$ cat config.mk
export PLATFORM = sky130hd
export DESIGN_NAME = ros2_sub_msg_reader_flat
export DESIGN_NICKNAME = d
export VERILOG_FILES = /design/src/rtl/ros2_sub_msg_reader_if.sv /design/src/rtl/ros2_sub_msg_reader.sv /design/src/flat_wrapper.sv
export SDC_FILE = /design/constraint.sdc
export NUM_CORES = 1
export LEC_CHECK = 0
export CELL_PAD_IN_SITES_DETAIL_PLACEMENT = 1
export CELL_PAD_IN_SITES_GLOBAL_PLACEMENT = 2
export CORE_MARGIN = 5
export CORE_UTILIZATION = 40
export CTS_CLUSTER_DIAMETER = 30
export DETAILED_ROUTE_END_ITERATION = 10
export GPL_ROUTABILITY_DRIVEN = 0
export PLACE_DENSITY_LB_ADDON = 0.1
export SETUP_SLACK_MARGIN = 0.3
export SLEW_MARGIN = 20
export SYNTH_ARGS = -nofsm -noshare
export SYNTH_HDL_FRONTEND = slang
export SYNTH_SLANG_ARGS = --single-unit
$ cat constraint.sdc
create_clock -name clk -period 7.7 [get_ports clk]
set_input_delay 1.925 -clock clk [delete_from_list [all_inputs] [get_ports clk]]
set_output_delay 1.925 -clock clk [all_outputs]
set_load 0.01 [all_outputs]
$ cat src/rtl/ros2_sub_msg_reader_if.sv
// Signal bundle between the ros2_ether subscriber port, the message reader and the byte consumer.
// master = core / consumer side, slave = ros2_sub_msg_reader.
interface ros2_sub_msg_reader_if #(
    parameter int AWIDTH = 6
);
    logic [AWIDTH-1:0] sub_addr;
    logic              sub_ce;
    logic              sub_we;
    logic [7:0]        sub_wdata;
    logic [7:0]        sub_len;
    logic [15:0]       sub_rep_id;
    logic              sub_recv;
    logic              sub_req;
    logic              sub_grant;
    logic              sub_rel;
    logic [7:0]        m_data;
    logic              m_valid;
    logic              m_ready;
    logic              m_last;
    logic              err;
    logic [7:0]        drop_cnt;

    modport master (
        output sub_addr, sub_ce, sub_we, sub_wdata, sub_len, sub_rep_id, sub_recv, sub_grant, m_ready,
        input  sub_req, sub_rel, m_data, m_valid, m_last, err, drop_cnt
    );

    modport slave (
        input  sub_addr, sub_ce, sub_we, sub_wdata, sub_len, sub_rep_id, sub_recv, sub_grant, m_ready,
        output sub_req, sub_rel, m_data, m_valid, m_last, err, drop_cnt
    );
endinterface

$ cat src/rtl/ros2_sub_msg_reader.sv
// ROS2 subscriber consumer: owns the message store, claims it via req/grant/rel, decodes a CDR
// std_msgs/String and streams its characters. Optional macro ROS2_SUB_REP_ID_FILTER_EN adds a rep-id check.
module ros2_sub_msg_reader #(
    parameter int          MAX_APP_DATA_LEN = 64,
    parameter int          AWIDTH           = $clog2(MAX_APP_DATA_LEN),
    parameter logic [15:0] REP_ID_CDR_LE    = 16'h0001
) (
    input logic                  clk,
    input logic                  rst_n,
    ros2_sub_msg_reader_if.slave bus
);
    localparam logic [2:0] ST_IDLE   = 3'd0;
    localparam logic [2:0] ST_REQ    = 3'd1;
    localparam logic [2:0] ST_HDR    = 3'd2;
    localparam logic [2:0] ST_CHECK  = 3'd3;
    localparam logic [2:0] ST_STREAM = 3'd4;
    localparam logic [2:0] ST_REL    = 3'd5;

    logic [7:0]        mem [MAX_APP_DATA_LEN];
    logic [7:0]        rd_data_r;
    logic [AWIDTH-1:0] rd_addr_s;

    logic [2:0]        state_r;
    logic [2:0]        state_nxt_s;
    logic              pending_r;
    logic [7:0]        len_r;
    logic [7:0]        drop_cnt_r;
    logic [31:0]       strlen_r;
    logic [2:0]        hdr_cnt_r;

    logic [AWIDTH-1:0] fetch_ptr_r;
    logic [AWIDTH-1:0] last_addr_s;
    logic              fetch_done_r;
    logic              inflight_r;
    logic              inflight_last_r;
    logic              sk_vld_r;
    logic              sk_last_r;
    logic [7:0]        sk_data_r;
    logic [7:0]        m_data_r;
    logic              m_valid_r;
    logic              m_last_r;
    logic              sub_req_r;
    logic              sub_rel_r;
    logic              err_r;

    logic              accept_s;
    logic              pop_s;
    logic              issue_s;
    logic              out_free_s;
    logic              done_s;
    logic [1:0]        occ_s;

`ifdef ROS2_SUB_REP_ID_FILTER_EN
    logic [15:0]       rep_id_r;

    // Representation identifier captured with each notification.
    always_ff @(posedge clk) begin
        if (!rst_n) begin
            rep_id_r <= 16'h0000;
        end else if (bus.sub_recv) begin
            rep_id_r <= bus.sub_rep_id;
        end else begin
            rep_id_r <= rep_id_r;
        end
    end
`else
    logic              rep_id_unused_s;
    assign rep_id_unused_s = ^{bus.sub_rep_id, REP_ID_CDR_LE};
`endif

    // Byte store: core write port plus a registered internal read port.
    always_ff @(posedge clk) begin
        if (bus.sub_ce && bus.sub_we) begin
            mem[bus.sub_addr] <= bus.sub_wdata;
        end
        rd_data_r <= mem[rd_addr_s];
    end

    // Read address: header bytes while decoding, prefetch pointer otherwise.
    always_comb begin
        rd_addr_s = fetch_ptr_r;
        if (state_r == ST_HDR) begin
            rd_addr_s = AWIDTH'(hdr_cnt_r[1:0]);
        end else begin
            rd_addr_s = fetch_ptr_r;
        end
    end

    // Acceptance test uses 33-bit arithmetic so a huge strlen cannot wrap past the length check.
    always_comb begin
        accept_s = (strlen_r != 32'd0)
                && (({1'b0, strlen_r} + 33'd4) <= {25'd0, len_r})
                && ({25'd0, len_r} <= 33'(MAX_APP_DATA_LEN));
`ifdef ROS2_SUB_REP_ID_FILTER_EN
        accept_s = accept_s && (rep_id_r == REP_ID_CDR_LE);
`endif
    end

    // Stream pipeline control: out register + skid slot + one read in flight, at most two bytes owned.
    always_comb begin
        pop_s       = m_valid_r && bus.m_ready;
        out_free_s  = !m_valid_r || bus.m_ready;
        done_s      = pop_s && m_last_r;
        occ_s       = {1'b0, m_valid_r} + {1'b0, sk_vld_r} + {1'b0, inflight_r};
        issue_s     = (state_r == ST_STREAM) && !fetch_done_r && ((occ_s - {1'b0, pop_s}) <= 2'd1);
        last_addr_s = strlen_r[AWIDTH-1:0] + AWIDTH'(2);
    end

    // Next-state logic.
    always_comb begin
        state_nxt_s = state_r;
        case (state_r)
            ST_IDLE:   state_nxt_s = pending_r ? ST_REQ : ST_IDLE;
            ST_REQ:    state_nxt_s = bus.sub_grant ? ST_HDR : ST_REQ;
            ST_HDR:    state_nxt_s = (hdr_cnt_r == 3'd4) ? ST_CHECK : ST_HDR;
            ST_CHECK:  state_nxt_s = (!accept_s || (strlen_r == 32'd1)) ? ST_REL : ST_STREAM;
            ST_STREAM: state_nxt_s = done_s ? ST_REL : ST_STREAM;
            ST_REL:    state_nxt_s = ST_IDLE;
            default:   state_nxt_s = ST_IDLE;
        endcase
    end

    // Control registers, notification capture, header assembly and stream datapath.
    always_ff @(posedge clk) begin
        if (!rst_n) begin
            state_r         <= ST_IDLE;
            pending_r       <= 1'b0;
            len_r           <= 8'd0;
            drop_cnt_r      <= 8'd0;
            strlen_r        <= 32'd0;
            hdr_cnt_r       <= 3'd0;
            sub_req_r       <= 1'b0;
            sub_rel_r       <= 1'b0;
            err_r           <= 1'b0;
            fetch_ptr_r     <= AWIDTH'(4);
            fetch_done_r    <= 1'b0;
            inflight_r      <= 1'b0;
            inflight_last_r <= 1'b0;
            sk_vld_r        <= 1'b0;
            sk_last_r       <= 1'b0;
            sk_data_r       <= 8'd0;
            m_data_r        <= 8'd0;
            m_valid_r       <= 1'b0;
            m_last_r        <= 1'b0;
        end else begin
            state_r   <= state_nxt_s;
            sub_req_r <= (state_nxt_s inside {ST_REQ, ST_HDR, ST_CHECK, ST_STREAM});
            sub_rel_r <= (state_nxt_s == ST_REL);
            err_r     <= (state_r == ST_CHECK) && !accept_s;

            // A new notification always wins over IDLE consuming the old one.
            if (bus.sub_recv) begin
                len_r     <= bus.sub_len;
                pending_r <= 1'b1;
                if ((state_r != ST_IDLE) && pending_r && (drop_cnt_r != 8'hFF)) begin
                    drop_cnt_r <= drop_cnt_r + 8'd1;
                end
            end else if (state_r == ST_IDLE) begin
                pending_r <= 1'b0;
            end

            if (state_r == ST_HDR) begin
                hdr_cnt_r <= hdr_cnt_r + 3'd1;
                case (hdr_cnt_r)
                    3'd1:    strlen_r[7:0]   <= rd_data_r;
                    3'd2:    strlen_r[15:8]  <= rd_data_r;
                    3'd3:    strlen_r[23:16] <= rd_data_r;
                    3'd4:    strlen_r[31:24] <= rd_data_r;
                    default: strlen_r        <= strlen_r;
                endcase
            end else begin
                hdr_cnt_r <= 3'd0;
            end

            if (state_r == ST_STREAM) begin
                if (issue_s) begin
                    if (fetch_ptr_r == last_addr_s) begin
                        fetch_done_r <= 1'b1;
                    end else begin
                        fetch_ptr_r <= fetch_ptr_r + AWIDTH'(1);
                    end
                end
                inflight_r      <= issue_s;
                inflight_last_r <= issue_s && (fetch_ptr_r == last_addr_s);
                if (out_free_s) begin
                    if (sk_vld_r) begin
                        m_data_r  <= sk_data_r;
                        m_last_r  <= sk_last_r;
                        m_valid_r <= 1'b1;
                        sk_vld_r  <= inflight_r;
                        if (inflight_r) begin
                            sk_data_r <= rd_data_r;
                            sk_last_r <= inflight_last_r;
                        end
                    end else if (inflight_r) begin
                        m_data_r  <= rd_data_r;
                        m_last_r  <= inflight_last_r;
                        m_valid_r <= 1'b1;
                    end else begin
                        m_valid_r <= 1'b0;
                        m_last_r  <= 1'b0;
                    end
                end else if (inflight_r) begin
                    sk_data_r <= rd_data_r;
                    sk_last_r <= inflight_last_r;
                    sk_vld_r  <= 1'b1;
                end
            end else begin
                fetch_ptr_r     <= AWIDTH'(4);
                fetch_done_r    <= 1'b0;
                inflight_r      <= 1'b0;
                inflight_last_r <= 1'b0;
                sk_vld_r        <= 1'b0;
                sk_last_r       <= 1'b0;
                m_valid_r       <= 1'b0;
                m_last_r        <= 1'b0;
            end
        end
    end

    assign bus.sub_req  = sub_req_r;
    assign bus.sub_rel  = sub_rel_r;
    assign bus.m_data   = m_data_r;
    assign bus.m_valid  = m_valid_r;
    assign bus.m_last   = m_last_r;
    assign bus.err      = err_r;
    assign bus.drop_cnt = drop_cnt_r;
endmodule

$ cat src/flat_wrapper.sv
// flat-port wrapper written by rule: the top's interface ports become plain ports
module ros2_sub_msg_reader_flat 
#(
    parameter int          MAX_APP_DATA_LEN = 64,
    parameter int          AWIDTH           = $clog2(MAX_APP_DATA_LEN),
    parameter logic [15:0] REP_ID_CDR_LE    = 16'h0001
)
  (clk, rst_n, bus_sub_addr, bus_sub_ce, bus_sub_we, bus_sub_wdata, bus_sub_len, bus_sub_rep_id, bus_sub_recv, bus_sub_grant, bus_m_ready, bus_sub_req, bus_sub_rel, bus_m_data, bus_m_valid, bus_m_last, bus_err, bus_drop_cnt);
  ros2_sub_msg_reader_if #(.AWIDTH(AWIDTH)) bus_i ();
  input logic clk;
  input logic rst_n;
  input wire logic [$bits(bus_i.sub_addr)-1:0] bus_sub_addr;
  input wire logic [$bits(bus_i.sub_ce)-1:0] bus_sub_ce;
  input wire logic [$bits(bus_i.sub_we)-1:0] bus_sub_we;
  input wire logic [$bits(bus_i.sub_wdata)-1:0] bus_sub_wdata;
  input wire logic [$bits(bus_i.sub_len)-1:0] bus_sub_len;
  input wire logic [$bits(bus_i.sub_rep_id)-1:0] bus_sub_rep_id;
  input wire logic [$bits(bus_i.sub_recv)-1:0] bus_sub_recv;
  input wire logic [$bits(bus_i.sub_grant)-1:0] bus_sub_grant;
  input wire logic [$bits(bus_i.m_ready)-1:0] bus_m_ready;
  output wire logic [$bits(bus_i.sub_req)-1:0] bus_sub_req;
  output wire logic [$bits(bus_i.sub_rel)-1:0] bus_sub_rel;
  output wire logic [$bits(bus_i.m_data)-1:0] bus_m_data;
  output wire logic [$bits(bus_i.m_valid)-1:0] bus_m_valid;
  output wire logic [$bits(bus_i.m_last)-1:0] bus_m_last;
  output wire logic [$bits(bus_i.err)-1:0] bus_err;
  output wire logic [$bits(bus_i.drop_cnt)-1:0] bus_drop_cnt;
  assign bus_i.sub_addr = bus_sub_addr;
  assign bus_i.sub_ce = bus_sub_ce;
  assign bus_i.sub_we = bus_sub_we;
  assign bus_i.sub_wdata = bus_sub_wdata;
  assign bus_i.sub_len = bus_sub_len;
  assign bus_i.sub_rep_id = bus_sub_rep_id;
  assign bus_i.sub_recv = bus_sub_recv;
  assign bus_i.sub_grant = bus_sub_grant;
  assign bus_i.m_ready = bus_m_ready;
  assign bus_sub_req = bus_i.sub_req;
  assign bus_sub_rel = bus_i.sub_rel;
  assign bus_m_data = bus_i.m_data;
  assign bus_m_valid = bus_i.m_valid;
  assign bus_m_last = bus_i.m_last;
  assign bus_err = bus_i.err;
  assign bus_drop_cnt = bus_i.drop_cnt;
  ros2_sub_msg_reader #(.MAX_APP_DATA_LEN(MAX_APP_DATA_LEN), .AWIDTH(AWIDTH), .REP_ID_CDR_LE(REP_ID_CDR_LE)) u_core (.clk(clk), .rst_n(rst_n), .bus(bus_i));
endmodule
# After elaboration in Yosys (flattened, before gate mapping)
# Memory sizes are Yosys's and may differ from the RTL's. A register that Yosys moved wholly into a read port is not among the register bits.
# Cells that the tools add are included.
word_totals:
  wordCells: 112
  regBits: 87
  memories: 1
  ramBits: 512
  out_inout_bits: 21
mem_list:
  columns: ["memory", "words", "word_bits", "read_ports", "rd_clocked_by_memory_dff", "write_ports", "line_no", "text"]
  rows:
  - ["u_core.mem", 64, 8, 1, 1, 1, "ros2_sub_msg_reader.sv:19", "logic [7:0] mem [MAX_APP_DATA_LEN];"]
op_classes:
  n_reduce_logical: 34
  eq_ne: 17
  bitwise_logic: 1
  n_addsub: 8
  order_cmp: 3
  n_mux: 26
op_table:
  columns: ["cell", "count"]
  rows:
  - ["$mux 8", 5]
  - ["$add 32x3->33 const B", 1]
  - ["$le 33x8->1", 1]
  - ["$eq 32x1->1 const B", 1]
  - ["$reduce_bool 32->1", 1]
  - ["$reduce_and 2->1", 10]
  - ["$eq 3x2->1 const B", 6]
  - ["$mux 1", 18]
  - ["$pmux 3 s5", 1]
  - ["$eq 3x3->1 const B", 4]
  - ["$logic_and 1x1->1", 11]
  - ["$eq 3x1->1 const B", 3]
  - ["$add 8x1->8 const B", 1]
  - ["$le 8x7->1 const B", 1]
  - ["$ne 8x8->1 const B", 1]
  - ["$add 6x1->6 const B", 1]
  - ["$add 6x2->6 const B", 1]
  - ["$eq 6x6->1", 1]
  - ["$mux 6", 1]
  - ["$reduce_bool 2->1", 3]
  - ["$reduce_bool 4->1", 1]
  - ["$add 3x1->3 const B", 1]
  - ["$logic_not 1->1", 3]
  - ["$logic_not 3->1", 1]
  - ["10 further kinds", 11]

# Longest topological paths before layout
# Gate-level depths: netlist of run 1.
logic_depth:
  word_depth: 10
  ltp_mapped: 11
  ltp_nobuf: 11

# Worst setup path after synthesis of run 1
# No wires, ideal clock.
synth_timing:
  kind: "in2reg"
  from: "input bus_m_ready"
  to: "register u_core.fetch_ptr_r[3]"
  arrival_time_ns: 3.741
  cell_stages: 10
  slack_ns: 3.887
  path_buffers: 0
  required_time_ns: 7.628
  path_cell_list: "and2_1 -> ha_1 -> inv_1 -> ha_1 -> a21oi_1 -> xnor2_1 -> nor3_1 -> o31ai_1 -> or3_1 -> a21oi_1"
synth_between:
  elab_chain_cells: 5
synth_lines:
  columns: ["element", "line_no", "text"]
  rows:
  - ["start, declared", "flat_wrapper.sv:20", "input wire logic [$bits(bus_i.m_ready)-1:0] bus_m_ready;"]
  - ["$logic_and 1x1->1", "ros2_sub_msg_reader.sv:101", "pop_s = m_valid_r && bus.m_ready;"]
  - ["$sub 2x1->2", "ros2_sub_msg_reader.sv:105", "issue_s = (state_r == ST_STREAM) && !fetch_done_r && ((occ_s - {1'b0, pop_s}) <= 2'd1);"]
  - ["$le 2x1->1", "ros2_sub_msg_reader.sv:105", null]
  - ["$logic_and 1x1->1", "ros2_sub_msg_reader.sv:105", null]
  - ["$reduce_and 2->1 (no line)", null, null]
  - ["end signal, assigned", "ros2_sub_msg_reader.sv:180", "fetch_ptr_r <= fetch_ptr_r + AWIDTH'(1);"]
  - ["end, declared", "ros2_sub_msg_reader.sv:31", "logic [AWIDTH-1:0] fetch_ptr_r;"]
# Every way passes these cells.
# A chain may end at the register's enable or synchronous reset.

# Final worst setup path of run 1
layout_timing:
  from: "input bus_sub_addr[1]"
  to: "memory u_core.mem[42][2] (enable)"
layout_lines:
  columns: ["element", "line_no", "text"]
  rows:
  - ["start, declared", "flat_wrapper.sv:12", "input wire logic [$bits(bus_i.sub_addr)-1:0] bus_sub_addr;"]
  - ["end, declared", "ros2_sub_msg_reader.sv:19", null]
# Straight into the memory's write port.

==> results of run 1 <==
==> per-stage QoR <==
step	setup slack (ns)	hold WS (ns)	power [W]	utilization [%]
final	3.552	0.4771	0.009986	50.29
after global routing	3.515	0.4964	0.01030	50.29
after CTS	3.403	0.4843	0.01009	50.26
after detailed placement	3.003	0.4787	0.003860	42.30
after global placement	3.028	0.4513	0.003855	42.29
after floorplan	3.888	0.4320	0.003737	-
==> worst paths after layout <==
| kind | from | end | slack [ns] | cells after the start |
|---|---|---|---|---|
| worst max-delay path | bus_sub_addr[1] | u_core.mem[42][2] | 3.55 | 4 |
| worst min-delay path | u_core.fetch_done_r | u_core.inflight_r | 0.48 | 1 |
| worst max register to register | u_core.state_r[0] | u_core.rd_data_r[6] | 3.79 | 8 |
| worst min register to register | u_core.fetch_done_r | u_core.inflight_r | 0.48 | 1 |
==> layout by cell type, fill, tap and decap left out, types with 10 or more instances in the layout <==
master	count
buf_4	29
clkinvlp_4	11
nand3_1	105
clkbuf_1	30
o21ai_0	34
clkbuf_16	149
mux4_2	32
nor3_1	15
a31oi_1	21
nand4_1	46
clkdlybuf4s50_1	41
a211oi_1	18
xnor2_1	17
mux2i_1	136
nor2_1	149
nor4_1	14
clkinv_2	24
nand2_1	331
clkinv_1	10
ha_1	20
edfxtp_1	512
bufinv_16	21
inv_1	20
dfxtp_1	93
a21oi_1	98
xor2_1	11
==> area by class of cell <==
type / instances / area (um2)
Fill cell: 6246 / 31250
Tap cell: 846 / 1059
Timing Repair Buffer: 78 / 668.1
Inverter: 21 / 78.83
Clock inverter: 87 / 1096
Sequential cell: 607 / 17280
Clock buffer: 184 / 3910
Multi-Input combinational cell: 1194 / 7512
==> sequential cells by signal (all words and copies together) (netlist names), 6 cells and up <==
name,cells
u_core.strlen_r,32
u_core.mem,512
u_core.bus.m_data,8
u_core.bus.drop_cnt,8
u_core.len_r,8
u_core.fetch_ptr_r,6
u_core.rd_data_r,8
u_core.sk_data_r,8
==> logic make-up (layout without fill, tap and decap cells) <==
group                    Yosys count  count (layout)  share of synthesized area [%]
multiplexers                     172             172                          8.416
adder cells (fa/ha/maj)           20              20                         0.9896
AND/OR/NAND/NOR                  726             726                          12.83
flip-flops                       607             607                          68.32
AO/OA/AOI/OAI                    248             248                          6.284
XOR/XNOR                          28              28                         0.9697
buffers and inverters            133             370                          2.187
==> routing by layer <==
metal	up-vias	track usage, %
met5	-	0
met4	0	7.752
met3	135	4.233
met2	368	34.62
met1	8283	28.43
li1	7521	-
==> worst reg2reg max path, cell delays in order (launching register included) <==
cell and delay (ns):
dfxtp_1 0.50, or3b_1 0.76, buf_4 0.40, and2_2 0.62
a211oi_1 0.16, a2111oi_0 0.58, o21ai_0 0.36, o211ai_1 0.27
nand4_1 0.13
==> power breakdown <==
part	internal (W)	switching, W	total (W)	leakage (nW)
sequential	0.00359	0.0000158	0.00361	5.37
combinational	0.0000520	0.000143	0.000195	3.15
clock	0.00429	0.00190	0.00619	2.42
==> results.cfg, run 1 <==
[run_status]
status = finished clean

[timing]
post-route-min-period_ns = 4.148
skew_ns = 0.02182
fin_setup_tns_ns = 0
hold_violations = 0
fmax_mhz = 241.1
slew_viol_final = 0
worstMarginPinSlew_ns = 0.9911
rsz0062_at_grt = no
relSlewSlack_pct = 33.36
setup_viol = 0
final.period_utilization_pct = 53.87

[synth]
seq_area_frac_synth_pct = 68.32
synth_area_um2 = 25290
synthCells = 1934
post-synth-top-area-cell = edfxtp_1
synthFlopType = edfxtp_1
synthTopCellsByCount = edfxtp_1 (512), nand2_1 (332), nor2_1 (151), mux2i_1 (137), nand3_1 (105)
synthesis.nets = 1999
async_flop_share_pct = 0
synthTopCellsByArea = edfxtp_1 (61%), dfxtp_1 (7.5%), mux2i_1 (5.4%)
synth-edff-count = 512
synth_top_area_share_pct = 60.80
syn_avg_cell_area_um2 = 13.08
yosysWarnings = 0
yosysMostFrequentCell = edfxtp_1
ys_ff_latch = 607
ys_types = 63

[floorplan]
die_area_um2 = 68350
initial_core_util_pct = 40.24
core-area_um2 = 62850
placementRows = 92
fp.dieH_um = 261.4
die_x_um = 261.4
io-pin-count = 66

[cts]
ctsHoldBuffers = 0
cts-buffers-inserted = 146
cts.path.max_buffers = 3
clkSinkCount = 607
clockRootBuffer = clkbuf_16
cts_setup_buffers = 0
cts-resized-gates = 0
ctsHtreeMaxLevel = 4
cts_tree = yes
clock_latency_ns = 0.70
clkTransAtPathRegs_ns = 0.04

[setup_path]
crit_family = simple AND/OR/NAND/NOR gates
critPathMaxFanout = 9
cp.required_ns = 8.00
slowest_stage = nor2_1
slowest_delay_ns = 0.76
cp_data_arrival_time_ns = 4.45
path_buf_inv = 1
crit_chain = clkdlybuf4s50_1, or3b_2, or2_2, nor2_1
startpoint_type = input port
critical_path_class = in2reg
worstSetupEndpointType = register

[global_route]
grt_pass1_vias = 17199
antenna_found_initial = 2
gr-total-overflow = 0
grt_start_max_net_pins = 65
grt_pass1_wl_mm = 108.4
grt_use_total_pct = 21.23

[power]
max-vdd-ir-drop_mv = 0.2282
powerDensity_nw_per_um2 = 316.0
p_leak_nw = 10.95

[routing]
finalWirelength_mm = 71.98
met1_length_mm = 32.43
ant_nets = 0
via_count = 16307
drt-pass1-iter-count = 5
dr_wl_met2_mm = 34.38
top_layer = met4
dr_wl_met3_mm = 3.155
viasPerCell = 5.405
drc = 0
drt_iter0_drc = 1211
routedWlPerCell_um = 23.86

[placement]
dpl.cell_count = 2746
io_buffers = 49
dpl.hpwl_mm = 43.76
place_area_um2 = 26590

[finish]
area.growth.synth_to_final_pct = 24.98
antenna_cells = 0
drive_gt1_share_pct = 14.92
fin_cells = 3017
final_area_um2 = 31610
fin_nets = 2113

[run]
max_cap_viol_count = 0

[min_path]
hold_path.class = reg2reg
(Power assumes the default switching activity.)
==> inputs of run 2 (changes only) <==
==> constraint.sdc (replaced) <==
create_clock -name clk -period 3.9 [get_ports clk]
set_input_delay 0.975 -clock clk [delete_from_list [all_inputs] [get_ports clk]]
set_output_delay 0.975 -clock clk [all_outputs]
set_load 0.01 [all_outputs]
==> results.cfg, run 2 (synthesis gave the netlist of run 1 again) <==
[run_status]
status = finished clean

[timing]
hold_violations = 0
post-route-min-period_ns = 3.348
rsz0062_at_grt = no
relSlewSlack_pct = 32.39
final.period_utilization_pct = 85.85
fmax_mhz = 298.7
skew_ns = 0.02276
setup_viol = 0
worstMarginPinSlew_ns = 1.014
fin_setup_tns_ns = 0
slew_viol_final = 0

[power]
powerDensity_nw_per_um2 = 591.8
p_leak_nw = 11.31
max-vdd-ir-drop_mv = 0.3628

[global_route]
use_met1_pct = 29.29
met3_usage_pct = 3.924
grt_use_total_pct = 21.96
grt_start_max_net_pins = 56
grt_pass1_vias = 17943
gr-total-overflow = 0
antenna_found_initial = 1
use_met2_pct = 36.15
grt_pass1_wl_mm = 112.2
busiest_layer = met2

[floorplan]
initial_core_util_pct = 40.24
die_x_um = 261.4
die_area_um2 = 68350
fp.dieH_um = 261.4
core-area_um2 = 62850
io-pin-count = 66
placementRows = 92

[finish]
antenna_cells = 0
fin_nets = 2208
layout_commonest_cell = edfxtp_1
final_cell_mix = edfxtp_1 (512), nand2_1 (332), nor2_1 (151)
largest-register = u_core.mem
reg_top3 = u_core.mem (512), u_core.strlen_r (32)
final_util_pct = 51.12
area.growth.synth_to_final_pct = 27.05
largest_reg_flops = 512
drive_gt1_share_pct = 17.86

[cts]
ctsHoldBuffers = 0
ctsHtreeMaxLevel = 4
clockRootBuffer = clkbuf_16
clkSinkCount = 607
clock_latency_ns = 0.70
cts_tree = yes
cts.path.max_buffers = 3
cts_setup_buffers = 0
clkTransAtPathRegs_ns = 0.04
cts-buffers-inserted = 139

[routing]
routedWlPerCell_um = 24.07
ant_nets = 0
viasPerCell = 5.419
drc = 0
finalWirelength_mm = 74.70
drt-pass1-iter-count = 5
drt_iter0_drc = 1241
via_count = 16814

[setup_path]
cp.required_ns = 4.53
startpoint_type = register
critPathMaxFanout = 14
cp_data_arrival_time_ns = 3.98
worstSetupEndpointType = register
critical_path_class = reg2reg

[run]
max_cap_viol_count = 0

[placement]
dpl.hpwl_mm = 47.05
io_buffers = 49

[min_path]
hold_path.class = reg2reg
## run 2: cell types whose count changed in the layout (fill, tap and decap cells not counted), moves of 3 or more
cell / before / now
clkinv_16: 0 / 5
bufinv_16: 21 / 15
clkinvlp_4: 11 / 15
clkbuf_1: 30 / 25
clkbuf_16: 149 / 141
buf_12: 0 / 3
clkinv_1: 10 / 19
inv_6: 9 / 5
buf_4: 29 / 129
clkinv_2: 24 / 14
## run 2: metal layers
| metal | vias up | routed length, um |
|---|---|---|
| met5 | - | 0 |
| met2 | 380 | 36360 |
| li1 | 7721 | - |
| met3 | 133 | 3191 |
| met1 | 8580 | 33070 |
| met4 | 0 | 2070 |
## run 2: cell type report
class                           count  area, um2
Inverter                           21      78.83
Clock inverter                     85       1060
Tap cell                          846       1059
Sequential cell                   607      17280
Clock buffer                      170       3677
Timing Repair Buffer              180       1474
Multi-Input combinational cell   1194       7500
Fill cell                        6310      30720
## run 2: final timing paths
path	slack, ns	to	depth (start not counted)	startpoint
worst min register to register	0.46	u_core.inflight_r	1	u_core.fetch_done_r
worst max-delay path	0.55	u_core.rd_data_r[5]	7	u_core.state_r[0]
worst max register to register	0.55	u_core.rd_data_r[5]	7	u_core.state_r[0]
worst min-delay path	0.46	u_core.inflight_r	1	u_core.fetch_done_r
## run 2: per-stage QoR
| step | setup slack [ns] | hold WS (ns) | instance area (um2) | instances | power, W |
|---|---|---|---|---|---|
| global placement | 0.2734 | 0.4507 | 27390 | 2848 | 0.007622 |
| finish | 0.5519 | 0.4592 | 32130 | 3103 | 0.01901 |
| floorplan | 1.038 | 0.4320 | 25290 | 1934 | 0.007378 |
| detailed placement | 0.3366 | 0.4562 | 27390 | 2848 | 0.007631 |
| CTS | 0.4965 | 0.4630 | 32120 | 3103 | 0.01921 |
| global route | 0.3922 | 0.5029 | 32130 | 3103 | 0.01962 |
## run 2: what timing repair did
action | in CTS | in global routing
resized for setup | 0 | 1
setup endpoints to repair | 0 | 3
endpoints found under the hold margin | 0 | 0
## run 2: power by group
part / switching [W] / internal, W
logic: 0.000286 / 0.000113
registers: 0.0000312 / 0.00709
clock network: 0.00376 / 0.00774
total: 0.00408 / 0.0149
## run 2: critical path, stage by stage, from the launching register on
cell and delay, ns:
dfxtp_1 0.50, or3b_1 0.59, nand2_1 0.56, buf_4 0.33, o211a_1 0.21, o21ai_0 0.58
o211ai_1 0.35, nand4_1 0.15
